[src/rtl/ifetch_unit_pkg.sv]
// Shared constants, state encoding and fetch-queue entry type for the instruction fetch unit.
package ifetch_unit_pkg;

  localparam logic [31:0] NOP        = 32'h0000_0013;
  localparam logic [63:0] PMEM_START = 64'h0000_0000_8000_0000;

  typedef enum logic {
    IFU_ST_REQ  = 1'b0,
    IFU_ST_RESP = 1'b1
  } ifu_state_e;

  typedef struct packed {
    logic [63:0] pc;
    logic [31:0] inst;
  } ifu_entry_t;

  // Redirect targets are forced onto a word boundary; low bits are dropped silently.
  function automatic logic [63:0] align_pc(input logic [63:0] pc);
    return {pc[63:2], 2'b00};
  endfunction

endpackage

[src/rtl/ifetch_unit_queue.sv]
// Synchronous FIFO holding fetched {pc, inst} pairs; flush empties it on the next edge.
module ifu_queue
  import ifetch_unit_pkg::*;
#(
  parameter int unsigned DEPTH = 2
) (
  input  logic                   clock,
  input  logic                   reset,
  input  logic                   push,
  input  logic                   pop,
  input  logic                   flush,
  input  ifu_entry_t             push_data,
  output ifu_entry_t             head,
  output logic                   full,
  output logic                   empty,
  output logic [$clog2(DEPTH):0] count
);

  localparam int unsigned AW = $clog2(DEPTH);
  localparam int unsigned CW = AW + 1;

  ifu_entry_t      mem [DEPTH];
  logic [AW-1:0]   rd_ptr;
  logic [AW-1:0]   wr_ptr;
  logic            do_push;
  logic            do_pop;

  assign full    = (count == CW'(DEPTH));
  assign empty   = (count == '0);
  assign do_pop  = pop & ~empty;
  assign do_push = push & (~full | do_pop);
  assign head    = mem[rd_ptr];

  always_ff @(posedge clock) begin
    if (reset || flush) begin
      rd_ptr <= '0;
      wr_ptr <= '0;
      count  <= '0;
    end else begin
      if (do_push) wr_ptr <= wr_ptr + AW'(1);
      if (do_pop)  rd_ptr <= rd_ptr + AW'(1);
      case ({do_push, do_pop})
        2'b10:   count <= count + CW'(1);
        2'b01:   count <= count - CW'(1);
        default: count <= count;
      endcase
    end
  end

  // Storage is not reset; occupancy alone decides what is visible.
  always_ff @(posedge clock) begin
    if (do_push) mem[wr_ptr] <= push_data;
  end

endmodule

[src/rtl/ifetch_unit.sv]
// Instruction fetch stage: owns the fetch PC, talks req/gnt/rvalid to imem, queues responses for IF/ID.
// Optional IFU_PERF_EN adds popped-instruction and starvation counters.
module ifetch_unit
  import ifetch_unit_pkg::*;
#(
  parameter int unsigned QDEPTH   = 2,
  parameter logic [63:0] RESET_PC = PMEM_START
) (
  input  logic        clock,
  input  logic        reset,
  input  logic        stall_i,
  input  logic        redirect_i,
  input  logic [63:0] redirect_pc_i,
  output logic        imem_req_o,
  output logic [63:0] imem_addr_o,
  input  logic        imem_gnt_i,
  input  logic        imem_rvalid_i,
  input  logic [31:0] imem_rdata_i,
  output logic [31:0] inst_o,
  output logic [63:0] pc_o,
  output logic        valid_o
`ifdef IFU_PERF_EN
  ,
  output logic [63:0] perf_fetched_o,
  output logic [63:0] perf_starve_o
`endif
);

  localparam int unsigned CW = $clog2(QDEPTH) + 1;

  ifu_state_e    state;
  ifu_state_e    state_n;
  logic [63:0]   fetch_pc;
  logic [63:0]   tag_pc;
  logic [63:0]   held_addr;
  logic [63:0]   target_pc;
  logic          discard;
  logic          stale;
  logic          granted;
  logic          has_room;
  logic [CW-1:0] q_count;
  logic          q_empty;
  logic          q_full_unused;
  logic          q_push;
  logic          q_pop;
  ifu_entry_t    q_head;
  ifu_entry_t    q_wdata;
  logic          unused_pc_bits;

  assign unused_pc_bits = ^redirect_pc_i[1:0];
  assign target_pc      = align_pc(redirect_pc_i);
  assign has_room       = (q_count < CW'(QDEPTH));
  assign granted        = imem_req_o & imem_gnt_i;

  always_ff @(posedge clock) begin
    if (reset) state <= IFU_ST_REQ;
    else       state <= state_n;
  end

  always_comb begin
    state_n = state;
    case (state)
      IFU_ST_REQ:  if (granted)       state_n = IFU_ST_RESP;
      IFU_ST_RESP: if (imem_rvalid_i) state_n = IFU_ST_REQ;
      default:                        state_n = IFU_ST_REQ;
    endcase
  end

  // A request redirected before its grant keeps its original address until accepted.
  always_comb begin
    imem_req_o  = 1'b0;
    imem_addr_o = stale ? held_addr : fetch_pc;
    if (!reset && state == IFU_ST_REQ) imem_req_o = has_room | stale;
  end

  always_ff @(posedge clock) begin
    if (reset) begin
      fetch_pc  <= RESET_PC;
      tag_pc    <= RESET_PC;
      held_addr <= RESET_PC;
      stale     <= 1'b0;
      // Reset while a response is in flight: mark it so it cannot land in the queue.
      discard   <= (state == IFU_ST_RESP) & ~imem_rvalid_i;
    end else if (state == IFU_ST_REQ) begin
      if (granted) begin
        tag_pc  <= imem_addr_o;
        stale   <= 1'b0;
        discard <= redirect_i | stale | (discard & ~imem_rvalid_i);
        if (redirect_i)  fetch_pc <= target_pc;
        else if (!stale) fetch_pc <= fetch_pc + 64'd4;
      end else begin
        if (imem_rvalid_i) discard <= 1'b0;
        if (redirect_i) begin
          fetch_pc <= target_pc;
          if (imem_req_o) begin
            stale     <= 1'b1;
            held_addr <= imem_addr_o;
          end
        end
      end
    end else begin
      if (imem_rvalid_i)   discard <= 1'b0;
      else if (redirect_i) discard <= 1'b1;
      if (redirect_i) fetch_pc <= target_pc;
    end
  end

  assign q_wdata = '{pc: tag_pc, inst: imem_rdata_i};
  assign q_push  = ~reset & ~redirect_i & (state == IFU_ST_RESP) & imem_rvalid_i & ~discard;
  assign q_pop   = valid_o & ~stall_i & ~redirect_i;

  ifu_queue #(.DEPTH(QDEPTH)) u_queue (
    .clock     (clock),
    .reset     (reset),
    .push      (q_push),
    .pop       (q_pop),
    .flush     (redirect_i),
    .push_data (q_wdata),
    .head      (q_head),
    .full      (q_full_unused),
    .empty     (q_empty),
    .count     (q_count)
  );

  assign valid_o = ~reset & ~q_empty;
  assign inst_o  = valid_o ? q_head.inst : NOP;
  assign pc_o    = valid_o ? q_head.pc : (reset ? RESET_PC : fetch_pc);

`ifdef IFU_PERF_EN
  always_ff @(posedge clock) begin
    if (reset) begin
      perf_fetched_o <= '0;
      perf_starve_o  <= '0;
    end else begin
      if (q_pop)                perf_fetched_o <= perf_fetched_o + 64'd1;
      if (!valid_o && !stall_i) perf_starve_o  <= perf_starve_o + 64'd1;
    end
  end
`endif

endmodule

[config.mk]
export PLATFORM = sky130hd
export DESIGN_NAME = ifetch_unit
export DESIGN_NICKNAME = d
export VERILOG_FILES = /design/src/rtl/ifetch_unit_pkg.sv /design/src/rtl/ifetch_unit_queue.sv /design/src/rtl/ifetch_unit.sv
export SDC_FILE = /design/constraint.sdc
export NUM_CORES = 1
export LEC_CHECK = 0
export BUFFER_PORTS_ARGS = -buffer_cell sky130_fd_sc_hd__buf_2
export CAP_MARGIN = 20
export CORE_MARGIN = 5
export CORE_UTILIZATION = 53
export DETAILED_ROUTE_END_ITERATION = 6
export PLACE_DENSITY = 0.81
export SYNTH_ARGS = -nofsm -noshare
export SYNTH_HDL_FRONTEND = slang
export SYNTH_SLANG_ARGS = --single-unit
export TNS_END_PERCENT = 1
[constraint.sdc]
create_clock -name clock -period 19.34 [get_ports clock]
set_input_delay 2.901 -clock clock [delete_from_list [all_inputs] [get_ports clock]]
set_output_delay 2.901 -clock clock [all_outputs]
set_load 0.01 [all_outputs]
* Yosys cells after proc, flatten, opt, wreduce, memory -nomap -nowiden
Memories as Yosys holds them, arrays and structs flattened. A register that Yosys moved wholly into a read port is not among the register bits.
Index checks and enable logic that the tools add are counted.
** Operators by class
- Add/subtract/negate cells :: 5
- Multipliers :: 0
- Divide/modulo/power cells :: 0
- $lt $le $gt $ge :: 1
- Equality and inequality tests :: 5
- Shift-type cells :: 0
- Mux-type cells :: 27
- Bitwise gates (word level) :: 25
- Reductions and logical operators :: 12
** Operator list (number)
- $mux W64 :: 8
- $add A64 B3 Y64 const B :: 1
- $mux W32 :: 1
- $mux W1 :: 16
- $and A1 B1 Y1 :: 12
- $not A1 Y1 :: 9
- $ne A4 B4 Y1 const B :: 2
- $reduce_bool A2 Y1 :: 3
- $eq A2 B2 Y1 const B :: 2
- $or A1 B1 Y1 :: 4
- $pmux W2 S2 :: 1
- $reduce_and A2 Y1 :: 2
- $reduce_and A4 Y1 :: 1
- $reduce_bool A4 Y1 :: 1
- $reduce_and A3 Y1 :: 1
- $add A1 B1 Y1 const B :: 2
- $add A2 B1 Y2 const B :: 1
- $eq A2 B1 Y1 const B :: 1
- $logic_not A2 Y1 :: 1
- $lt A2 B2 Y1 const B :: 1
- $pmux W1 S2 :: 1
- $sub A2 B1 Y2 const B :: 1
- $logic_and A1 B1 Y1 :: 1
- $logic_not A1 Y1 :: 1
- $logic_or A1 B1 Y1 :: 1
** Word-level totals
- Register bits :: 199
- Latch bits :: 0
- Bits in writable memories :: 192
- Memory bits (read-only) :: 0
- Input bits :: 102
- Output and inout port bits :: 162
- Word-level logic and storage cells :: 85
- Memories :: 1
** Memories
- u_queue.mem :: depth 2, width 96, read ports 1, clocked after memory_dff 1, wr ports 1, RTL line ifetch_unit_queue.sv:22 : ifu_entry_t mem [DEPTH];

* Longest topological paths before layout
Gate-level depths: netlist (run 1).
- Depth in word-level cells :: 10
- Depth in mapped cells :: 8
- Depth with buffers taken out :: 7

* Hierarchy
Synthesis (run 1) repeated with hierarchy kept, for this count alone.
** Unflattened totals
- Cells, all modules :: 1614
- Area total of the unflattened synthesis :: 17759.5 sq um
** By module, submodules not included
- ifetch_unit :: instances 1, cells an instance 1285, area an instance 10381.2 sq um, seq. area each 3913.8 sq um
- ifu_queue :: instances 1, cells an instance 329, area an instance 7378.3 sq um, seq. area each 5865.6 sq um

* Least setup slack after synthesis (run 1)
No wires, ideal clock.
- Kind :: in2reg
- Start :: input port redirect_i
- End :: memory u_queue.mem[0][0] (netlist name) (enable)
- Library setup time :: 0.551 ns
- Arrival time :: 7.772 ns
- Data required time :: 18.789 ns
- Setup slack :: 11.017 ns
- Stages on the path :: 6
- Buffers on the path :: 3
- Path through :: clkbuf_1 > clkbuf_1 > nor2_1 > clkbuf_1 > nand2_1 > nor2_1
** On the way
- Word-level cells in the longest chain between the ends :: 8
- Elaborated cells on any way between the ends :: 11
- Classes of those cells :: mux: 2; bitwise: 9
** RTL lines
- start, declared :: RTL line ifetch_unit.sv:12 : input logic redirect_i,
- $not A1 Y1 * :: RTL line ifetch_unit.sv:109, ifetch_unit.sv:110
- $and A1 B1 Y1 (4 in series) :: RTL line ifetch_unit.sv:109 : assign q_push = ~reset & ~redirect_i & (state == IFU_ST_RESP) & imem_rvalid_i & ~discard;
- $and A1 B1 Y1 * :: RTL line ifetch_unit_queue.sv:31 : assign do_push = push & (~full | do_pop);
- $mux W1 * :: RTL line ifetch_unit_queue.sv:52 : if (do_push) mem[wr_ptr] <= push_data;
- $mux W1 (not written as such) * :: RTL line ifetch_unit_queue.sv:52
- end, declared :: RTL line ifetch_unit_queue.sv:22
Every way passes the cells marked *; elsewhere a longest branch is shown, timed or not.

* Worst setup path after layout (run 1)
- Start :: input port reset
- End :: output port pc_o[31]
** On the way
- Word-level cells in the longest chain between the ends :: 3
- Elaborated cells on any way between the ends :: 4
- Classes of those cells :: mux: 2; bitwise: 2
** RTL lines
- start, declared :: RTL line ifetch_unit.sv:10 : input logic reset,
- $not A1 Y1 :: RTL line ifetch_unit.sv:125 : assign valid_o = ~reset & ~q_empty;
- $and A1 B1 Y1 :: RTL line ifetch_unit.sv:125
- $mux W64 * :: RTL line ifetch_unit.sv:127 : assign pc_o = valid_o ? q_head.pc : (reset ? RESET_PC : fetch_pc);
- end, declared :: RTL line ifetch_unit.sv:20 : output logic [63:0] pc_o,
Marks and branches as above.

==> results of run 1 <==
how the worst max path moves through the flow:
stage	start	slack [ns]	depth (start not counted)	end
finish	reset	11.12	7	pc_o[31]
global route	reset	11.03	7	pc_o[31]
CTS	reset	11.19	7	pc_o[31]
detailed placement	reset	11.19	7	pc_o[31]
global placement	reset	11.33	7	pc_o[31]
floorplan	redirect_i	11.02	6	u_queue.mem[0][0]
flip-flops by register name, summed over array words and instances, names as in the netlist, named ones only:
register / flops
u_queue.mem: 192
fetch_pc: 64
held_addr: 64
tag_pc: 64
u_queue.count: 2
discard: 1
stale: 1
state: 1
u_queue.rd_ptr: 1
u_queue.wr_ptr: 1
final cells by class:
| cell class | count | area (µm²) |
|---|---|---|
| antenna | 1 | 2.50 |
| clock buffer | 59 | 1160 |
| clock inverter | 16 | 173 |
| timing repair buffer | 280 | 1480 |
| tap | 435 | 544 |
| fill | 2535 | 11800 |
| sequential | 392 | 9790 |
| multi-input combinational | 1043 | 6600 |
| inverter | 75 | 282 |
critical path: stages:
cell	delay (ns)
buf_6	0.14
inv_1	0.36
o21ai_4	0.45
buf_4	0.71
inv_1	0.24
a21oi_1	0.23
buf_2	0.16
kinds of logic (layout without fill, tap and decap cells):
kind of cell	Yosys count	count (layout)	synth area share [%]
compound gates	319	319	12.3
simple gates	524	524	14.4
mux	168	168	9.81
buf+inv	208	430	4.84
xor+xnor	31	31	1.58
fa+ha+maj	1	1	0.0729
flops	392	392	57.0
other cells	0	1	0
metrics by stage:
| step | hold slack, ns | cell area [µm²] | util (%) | cells |
|---|---|---|---|---|
| global placement | 0.430 | 18600 | 58.6 | 2223 |
| global route | 0.468 | 20000 | 63.0 | 2300 |
| CTS | 0.443 | 20000 | 62.9 | 2299 |
| finish | 0.449 | 20000 | 63.0 | 2301 |
| detailed placement | 0.439 | 18700 | 58.7 | 2224 |
| floorplan | 0.425 | 17200 | - | 1643 |
layer usage:
metal | up-vias | GRT usage, % | routed length [µm]
li1 | 6340 | - | -
met1 | 6524 | 33.3 | 19100
met2 | 709 | 41.7 | 22000
met3 | 144 | 4.79 | 4570
met4 | 6 | 10.5 | 1980
met5 | - | 1.24 | 76
report_power, final:
part / switching, µW / internal [µW] / leakage [µW] / total [µW]
logic: 90.8 / 54.9 / 0.00338 / 146
registers: 31.5 / 898 / 0.00347 / 929
clock network: 322 / 460 / 0.000659 / 782
cell usage in the layout (no fill, tap or decap), types with 7 or more instances in the layout:
| master | netlist | layout |
|---|---|---|
| a211oi_1 | 146 | 146 |
| a21oi_1 | 24 | 24 |
| a22oi_1 | 9 | 9 |
| a31oi_1 | 10 | 10 |
| and2_1 | 8 | 8 |
| and3_1 | 15 | 14 |
| and4_1 | 10 | 10 |
| buf_2 | 12 | 260 |
| buf_4 | 0 | 17 |
| clkbuf_1 | 96 | 12 |
| clkbuf_16 | 0 | 42 |
| clkinv_2 | 0 | 7 |
| dfxtp_1 | 199 | 197 |
| edfxtp_1 | 193 | 193 |
| inv_1 | 74 | 74 |
| mux2i_1 | 167 | 167 |
| nand2_1 | 132 | 132 |
| nand3_1 | 39 | 39 |
| nand4_1 | 24 | 24 |
| nor2_1 | 212 | 210 |
| nor3_1 | 31 | 30 |
| nor4_1 | 12 | 11 |
| nor4_2 | 6 | 7 |
| o211ai_1 | 9 | 9 |
| o21ai_0 | 89 | 88 |
| o22ai_1 | 8 | 8 |
| or3_1 | 8 | 8 |
| xnor2_1 | 23 | 23 |
| xor2_1 | 8 | 8 |
==> summary.txt, run 1 <==
Layout area overhead: 16.7%
Worst min path class: flop to flop
Setup Viol. Count Final: 0
Die width: 190 µm
Tmin final: 8.22 ns
Crit path launch type: primary input
Hold Path Sink: u_queue.mem[1][62]
Hold_sp: tag_pc[30]
Most common cell in the netlist: nor2_1
Routed wire per std cell: 20.7 µm
Clk buf depth: 3
Relative slew slack: 30.5%
Peak Freq: 122 MHz
WP data arrival: 5.32 ns
GRT Total Usage: 25.4%
Status: finished clean
Initial core utilization: 54.0%
Post-CTS setup buffer count: 0
Clk_skew: 0.0264 ns
Setup ws final: 11.12 ns
Initial antenna violation count: 3
H-Tree Depth: 2
First-pass iteration count of the detailed router: 7
Final hold vios: 0
RSZ-0062 raised after global routing: no
Register area share after synthesis: 57.0%
DPL Wire Length: 30.7 mm
Hold-fix buffers, CTS: 0
GRT overflow: 0
DRC viols: 0
Main flop type after synthesis: dfxtp_1
Worst Path Max Fanout: 66
Yosys top cell area share: 33.8%
Mapped Area: 17,200 µm²
Leakage power: 0.00751 µW
Final TNS setup: 0 ns
Power Density: 92.7 nW/µm²
Starting DRT DRC Count: 1,212
Std cell rows: 65
Maximum vdd drop: 0.0761 mV
Final Cycle Share: 42.5%
Number of buffers added on ports: 261
Die H: 190 µm
Ranking of synthesized cells by area: edfxtp_1 34%, dfxtp_1 23%, mux2i_1 9.7%
Post-synthesis register bit count: 392
Mapped Avg Cell Area: 10.4 µm²
Antenna-violating nets left: 0
Clock root cell: clkbuf_16
Final slew viol count: 0
Reg-to-Reg End: fetch_pc[55]
Number of global-route vias before repair: 13,600
Cells on worst reg2reg path: 8
PostCTS Resize Cnt: 0
Slew at the pin closest to its max-slew limit: 1.04 ns
CP endpoint kind: primary output
Fin nets: 1,936
Vias/cell: 5.96
Vias: 13,700
Post-Synthesis Cells: 1,643
Clk sinks: 392
Number of synthesized flops with an enable pin: 193
Async SR Flop Fraction: 0%
Worst r2r src: stale
Share of layout cells above drive strength 1: 19.8%
Yosys warnings: 0
Die ar.: 36,100 µm²
WS Path Type: primary input to primary output
DRT Wirelength: 47.7 mm
Post-Syn Nets: 1,746
Pin count of the biggest net entering global routing: 90
Post-synth top cells: 212 x nor2_1, 199 x dfxtp_1, 193 x edfxtp_1
Synth cell types: 62
Yosys top cell by area: edfxtp_1
CTS Buf Count: 41
First-pass GRT wire length: 73.6 mm
IO Count: 264
Reg clk slew, reported paths: 0.06 ns
Worst hold stages: 0
R2R Setup Slk: 15.33 ns
TritonCTS clock tree: built
Max-cap violations: 0
Place WS: 11.19 ns
Design Power: 1860 µW
Routability cong.: 0.881
Clock insertion delay at the later pin of the skew report: 0.54 ns
Core area: 31,800 µm²
Required @ worst endpoint: 16.44 ns
Note: power is estimated with default switching activity, not from simulation.
==> run 2, diff against run 1 <==
==> constraint.sdc (replaced) <==
create_clock -name clock -period 8.5 [get_ports clock]
set_input_delay 1.275 -clock clock [delete_from_list [all_inputs] [get_ports clock]]
set_output_delay 1.275 -clock clock [all_outputs]
set_load 0.01 [all_outputs]
==> summary.txt, run 2 (synthesis gave the netlist of run 1 again) <==
GRT Total Usage: 25.5% (+0.11 points)
Leakage power: 0.00751 µW (about the same)
Setup ws final: 3.79 ns (-7.33 ns)
Fillers: 2,537 (+0.079%)
Clk sinks: 392 (unchanged)
Crit path launch type: primary input
Routability cong.: 0.886 (+0.57%)
TritonCTS clock tree: built
Final TNS setup: 0 ns (unchanged)
DPL Wire Length: 31.0 mm (+1.0%)
Max-cap violations: 0 (unchanged)
Final Cycle Share: 55.4%
Reg-to-Reg End: fetch_pc[55]
DRT Wirelength: 47.7 mm (-0.10%)
Clk_skew: 0.0201 ns (-0.00632 ns)
Worst min path class: flop to flop
Maximum vdd drop: 0.178 mV (+130%)
Die ar.: 36,100 µm² (unchanged)
Routed wire per std cell: 20.7 µm (-0.19%)
Max FFs per register: 192 (unchanged)
Most frequent cells in the layout: 260 x buf_2, 210 x nor2_1, 197 x dfxtp_1
PostCTS Resize Cnt: 0 (unchanged)
Cells on worst reg2reg path: 8 (unchanged)
IO Count: 264 (unchanged)
Commonest non-fill, non-tap cell in the layout: buf_2
Layout area overhead: 16.7% (about the same)
Final slew viol count: 0 (unchanged)
Fin nets: 1,937 (+0.052%)
Final hold vios: 0 (unchanged)
Post-CTS setup buffer count: 0 (unchanged)
Antenna-violating nets left: 0 (unchanged)
Hold Path Sink: u_queue.mem[0][89]
Tmin final: 4.71 ns
WS Path Type: primary input to primary output
Number of global-route vias before repair: 13,600 (-0.32%)
Die H: 190 µm (unchanged)
Critical-path top delay cell: buf_4
Hold_sp: tag_pc[57]
Post-layout util: 63.0% (about the same)
H-Tree Depth: 2 (unchanged)
First-pass GRT wire length: 73.9 mm (+0.42%)
Initial antenna violation count: 4 (+1)
Clock root cell: clkbuf_16
Core area: 31,800 µm² (unchanged)
Peak Freq: 212 MHz
CP Cell Sequence: buf_6 -> inv_1 -> o21ai_4 -> buf_4 -> inv_1 -> a21oi_1 -> buf_2
DRC viols: 0 (unchanged)
Vias: 13,700 (-0.50%)
RSZ-0062 raised after global routing: no
R2R Setup Slk: 4.42 ns (-10.91 ns)
Relative slew slack: 26.2% (-4.2 points)
Worst Path Max Fanout: 62 (-6.1%)
First-pass iteration count of the detailed router: 7 (unchanged)
Pin count of the biggest net entering global routing: 83 (-7.8%)
GRT overflow: 0 (unchanged)
Status: finished clean
WP data arrival: 3.43 ns (-1.89 ns)
Clock insertion delay at the later pin of the skew report: 0.54 ns (about the same)
Post-Layout Cell Count: 2,303 (+0.087%)
CTS Buf Count: 42 (+2.4%)
Reg clk slew, reported paths: 0.06 ns (about the same)
Max incr delay on CP: 0.69 ns (-0.02 ns)
Worst r2r src: stale
Share of layout cells above drive strength 1: 19.7% (-0.13 points)
Most flops, register: u_queue.mem
Place WS: 3.73 ns (-7.46 ns)
Placed cell count: 2,225 (+0.045%)
Area post-placement: 18,700 µm² (about the same)
Initial core utilization: 54.0% (unchanged)
Power Density: 212 nW/µm² (+130%)
Post-layout instance area: 20,000 µm² (about the same)
CP endpoint kind: primary output
Std cell rows: 65 (unchanged)
Number of buffers added on ports: 261 (unchanged)
CP most frequent cell: inv_1
Starting DRT DRC Count: 1,310 (+8.1%)
Clk buf depth: 3 (unchanged)
Required @ worst endpoint: 7.22 ns (-9.22 ns)
Die width: 190 µm (unchanged)
Slew at the pin closest to its max-slew limit: 1.11 ns (+0.0660 ns)
Hold-fix buffers, CTS: 0 (unchanged)
Worst hold stages: 0 (unchanged)
Vias/cell: 5.93 (-0.59%)
Setup Viol. Count Final: 0 (unchanged)
==> run 2: cell count changes in the layout (fill, tap and decap cells not counted) <==
cell and change:
buf_6 -1, buf_4 +2, clkbuf_4 -1, clkbuf_1 -1, bufinv_16 -1, inv_6 -3
clkinv_2 -3, buf_16 -1, clkbuf_16 +3, clkinv_1 +5, clkinv_4 +1, clkinvlp_4 +2
==> run 2: worst max path at each step <==
stage / startpoint / depth (start not counted) / slack [ns] / end
after CTS: reset / 7 / 3.73 / pc_o[31]
final: reset / 7 / 3.79 / pc_o[31]
after detailed placement: reset / 7 / 3.73 / pc_o[31]
after global routing: reset / 7 / 3.64 / pc_o[31]
after floorplan: redirect_i / 6 / 1.80 / u_queue.mem[0][0]
after global placement: reset / 7 / 3.80 / pc_o[31]
==> run 2: through the flow <==
step	hold slack, ns	total power, µW
floorplan	0.425	2340
global placement	0.429	2470
detailed placement	0.438	2480
CTS	0.449	4260
global route	0.459	4380
finish	0.450	4240
==> run 2: worst max-delay path: cells and delay by family <==
kind	cells	cell delay, ns
buffers and inverters	5	1.57
AOI/OAI and AO/OA	2	0.52
==> run 2: area by class of cell <==
cell class | instances | area, µm² | area share [%]
flip-flops and latches | 392 | 9790 | 48.9
multi-input cells | 1043 | 6600 | 32.9
repair buffers | 280 | 1460 | 7.26
clock buffers | 60 | 1220 | 6.10
well taps | 435 | 544 | 2.72
inverters | 75 | 282 | 1.41
clock inverters | 17 | 144 | 0.718
diodes | 1 | 2.50 | 0.0125
==> run 2: report_power, final <==
group | internal [µW] | switching (µW) | leakage, µW
clock network | 1060 | 727 | 0.000663
logic | 125 | 207 | 0.00338
registers | 2040 | 71.1 | 0.00347
total | 3230 | 1010 | 0.00751
==> run 2: per-layer routing <==
metal | global-route usage (%) | routed length (µm) | vias up
met3 | 5.61 | 4430 | 127
li1 | - | - | 6328
met4 | 9.38 | 1520 | 6
met5 | 0 | 40 | -
met2 | 41.6 | 22100 | 674
met1 | 33.8 | 19600 | 6519
==> run 3, diff against run 2 <==
--- a/config.mk
+++ b/config.mk
@@ -5,12 +5,13 @@
 export SDC_FILE = /design/constraint.sdc
 export NUM_CORES = 1
 export LEC_CHECK = 0
+export ABC_AREA = 1
 export BUFFER_PORTS_ARGS = -buffer_cell sky130_fd_sc_hd__buf_2
 export CAP_MARGIN = 20
 export CORE_MARGIN = 5
-export CORE_UTILIZATION = 53
+export CORE_UTILIZATION = 52
 export DETAILED_ROUTE_END_ITERATION = 6
-export PLACE_DENSITY = 0.81
+export PLACE_DENSITY = 0.82
 export SYNTH_ARGS = -nofsm -noshare
 export SYNTH_HDL_FRONTEND = slang
 export SYNTH_SLANG_ARGS = --single-unit
==> constraint.sdc (replaced) <==
create_clock -name clock -period 4.3 [get_ports clock]
set_input_delay 0.645 -clock clock [delete_from_list [all_inputs] [get_ports clock]]
set_output_delay 0.645 -clock clock [all_outputs]
set_load 0.01 [all_outputs]
==> summary.txt, run 3 <==
Status: finished clean
First-pass iteration count of the detailed router: 6 (-1)
Commonest non-fill, non-tap cell in the layout: nand2_1
Cells on worst reg2reg path: 12 (+4)
Worst r2r src: stale
Die width: 198 µm (+4.1%)
Main flop type after synthesis: dfxtp_1
Die H: 198 µm (+4.1%)
Mapped Avg Cell Area: 7.88 µm² (-25%)
Async SR Flop Fraction: 0% (unchanged)
Number of buffers added on ports: 261 (unchanged)
Initial core utilization: 52.8% (-1.2 points)
PostCTS Resize Cnt: 0 (unchanged)
GRT overflow: 0 (unchanged)
Yosys top cell area share: 31.6% (-2.2 points)
Multi-input logic area: 7320 µm² (+11%)
Clock root cell: clkbuf_16
Vias/cell: 5.77 (-2.6%)
Die ar.: 39,100 µm² (+8.4%)
Max FFs per register: 192 (unchanged)
Power Density: 406 nW/µm² (+92%)
Routed wire per std cell: 20.1 µm (-3.1%)
Clock insertion delay at the later pin of the skew report: 0.56 ns (+0.02 ns)
Synth cell types: 44 (-29%)
Yosys warnings: 0 (unchanged)
Final slew viol count: 0 (unchanged)
Leakage power: 0.00884 µW (+18%)
Core area: 34,700 µm² (+9.2%)
Std cell rows: 68 (+4.6%)
Clock power share: 43.8% (+1.5 points)
Placed cell count: 2,929 (+32%)
WS Path Type: flop to flop
First-pass GRT wire length: 91.8 mm (+24%)
CP Launch Point: stale
Register area share after synthesis: 53.3% (-3.6 points)
Crit path launch type: flop
RSZ-0062 raised after global routing: no
Starting DRT DRC Count: 1,844 (+41%)
Pin count of the biggest net entering global routing: 111 (+34%)
Clk_skew: 0.0204 ns (+0.000356 ns)
Critical Path Sink: fetch_pc[10]
Fillers: 2,994 (+18%)
Clk sinks: 392 (unchanged)
Share of layout cells above drive strength 1: 15.1% (-4.6 points)
Routability cong.: 0.979 (+10%)
Reg clk slew, reported paths: 0.06 ns (about the same)
WP data arrival: 4.04 ns (+0.61 ns)
Max-cap violations: 0 (unchanged)
Most flops, register: u_queue.mem
Worst Path Max Fanout: 51 (-18%)
GRT Total Usage: 29.4% (+3.9 points)
DRC viols: 0 (unchanged)
Post-synth top cells: 572 x nand2_1, 446 x nor2_1, 211 x o21ai_0
Logic pwr share: 8.9% (+1.1 points)
Slew at the pin closest to its max-slew limit: 1.18 ns (+0.0718 ns)
Final TNS setup: 0 ns (unchanged)
Layout area overhead: 16.9%
Required @ worst endpoint: 4.75 ns (-2.47 ns)
TritonCTS clock tree: built
Post-Synthesis Cells: 2,327 (+42%)
Sw Ratio: 24.9% (+1.1 points)
Storage element area: 9790 µm² (unchanged)
Post-Layout Cell Count: 3,014 (+31%)
Yosys top cell by area: edfxtp_1
Post-CTS setup buffer count: 0 (unchanged)
Final Cycle Share: 83.5%
DRT Wirelength: 60.5 mm (+27%)
Final hold vios: 0 (unchanged)
Antenna-violating nets left: 0 (unchanged)
Worst min path class: primary input to flop
Tmin final: 3.59 ns
IO Count: 264 (unchanged)
DPL Wire Length: 40.1 mm (+30%)
Fin nets: 2,623 (+35%)
Sequential power share: 47.3% (-2.6 points)
CTS Buf Count: 42 (unchanged)
NetSw: 2160 µW (+120%)
Relative slew slack: 21.4% (-4.8 points)
Setup Viol. Count Final: 0 (unchanged)
Clk buf depth: 3 (unchanged)
R2R Setup Slk: 0.71 ns (-3.71 ns)
Number of global-route vias before repair: 16,200 (+20%)
Maximum vdd drop: 0.280 mV (+58%)
Vias: 17,400 (+27%)
Most frequent cells in the layout: 571 x nand2_1, 443 x nor2_1, 260 x buf_2
H-Tree Depth: 2 (unchanged)
Int Pwr: 6540 µW (+100%)
Design Power: 8700 µW (+110%)
Initial antenna violation count: 4 (unchanged)
Number of synthesized flops with an enable pin: 193 (unchanged)
Hold-fix buffers, CTS: 0 (unchanged)
Ranking of synthesized cells by area: edfxtp_1 32%, dfxtp_1 22%, nand2_1 12%
Post-synthesis register bit count: 392 (unchanged)
Reg-to-Reg End: fetch_pc[10]
Most common cell in the netlist: nand2_1
CP endpoint kind: flop
Post-Syn Nets: 2,430 (+39%)
Mapped Area: 18,300 µm² (+6.8%)
Peak Freq: 279 MHz
==> run 3: cell count changes after synthesis, moves of 23 or more <==
cell,delta
nand2_1,+440
nor2_1,+234
mux2i_1,-167
a211oi_1,-141
o21ai_0,+122
a21oi_1,+117
inv_1,+102
o32ai_1,+63
nand3_1,+45
xnor2_1,-23
==> run 3: worst min-delay path by stage <==
stage	start	end	slack, ns	depth (start not counted)
global placement	tag_pc[37]	u_queue.mem[1][69]	0.43	0
finish	imem_rdata_i[22]	u_queue.mem[1][22]	0.29	1
global route	imem_rdata_i[21]	u_queue.mem[1][21]	0.28	1
CTS	imem_rdata_i[22]	u_queue.mem[1][22]	0.27	1
detailed placement	tag_pc[43]	u_queue.mem[1][75]	0.44	0
floorplan	tag_pc[4]	u_queue.mem[0][36]	0.42	0
==> run 3: cell families (layout without fill, tap and decap cells) <==
kind of cell    Yosys count  after routing  share of synthesized area, %
compound gates          457            457                          14.3
xor+xnor                  3              3                         0.143
fa+ha+maj                 1              1                        0.0682
buf+inv                 318            545                          6.83
flops                   392            392                          53.3
other cells               0              5                             0
simple gates           1156           1156                          25.3
==> run 3: layout make-up <==
type                    instances  share of cell area (%)
inverters                     183                    3.21
repair buffers                284                    7.36
flip-flops and latches        392                    45.7
clock buffers                  62                    5.88
well taps                     455                    2.66
diodes                          5                  0.0584
multi-input cells            1617                    34.2
clock inverters                16                    1.00
==> run 3: worst max-delay path, cell delays in order, from the launching register on <==
cell,delay (ns)
dfxtp_4,0.68
inv_1,0.41
nand2_1,0.17
nand2_2,0.11
nor2_8,0.51
nand2_4,0.27
nor2_4,0.17
buf_4,0.40
nor2_1,0.25
inv_1,0.27
o22ai_1,0.10
nand2_1,0.09
inv_1,0.03
==> run 3: per-stage QoR <==
| stage | hold slack (ns) | setup WS (ns) | area (µm²) | util (%) |
|---|---|---|---|---|
| 4_1_cts | 0.271 | 0.666 | 21400 | 61.6 |
| 3_5_place_dp | 0.435 | 0.838 | 19900 | 57.3 |
| 5_1_grt | 0.278 | 0.571 | 21400 | 61.7 |
| 2_1_floorplan | 0.420 | -0.0614 | 18300 | - |
| 6_report | 0.289 | 0.710 | 21400 | 61.7 |
| 3_3_place_gp | 0.425 | 0.882 | 19900 | 57.3 |
==> run 3: routing by layer <==
metal	up-vias	GRT usage (%)	wire length, µm
met5	-	0	0
met4	0	10.9	2260
met3	130	4.32	6270
met2	1007	46.7	27600
met1	8148	41.2	24300
li1	8115	-	-
==> run 3: power by group through the flow <==
stage                     Clock, µW  Sequential (µW)  Combinational (µW)
after global routing           3980             4130                 838
after detailed placement          0             4190                 755
after floorplan                   0             4150                 450
after CTS                      3840             4110                 760
final                          3810             4120                 774
after global placement            0             4180                 738
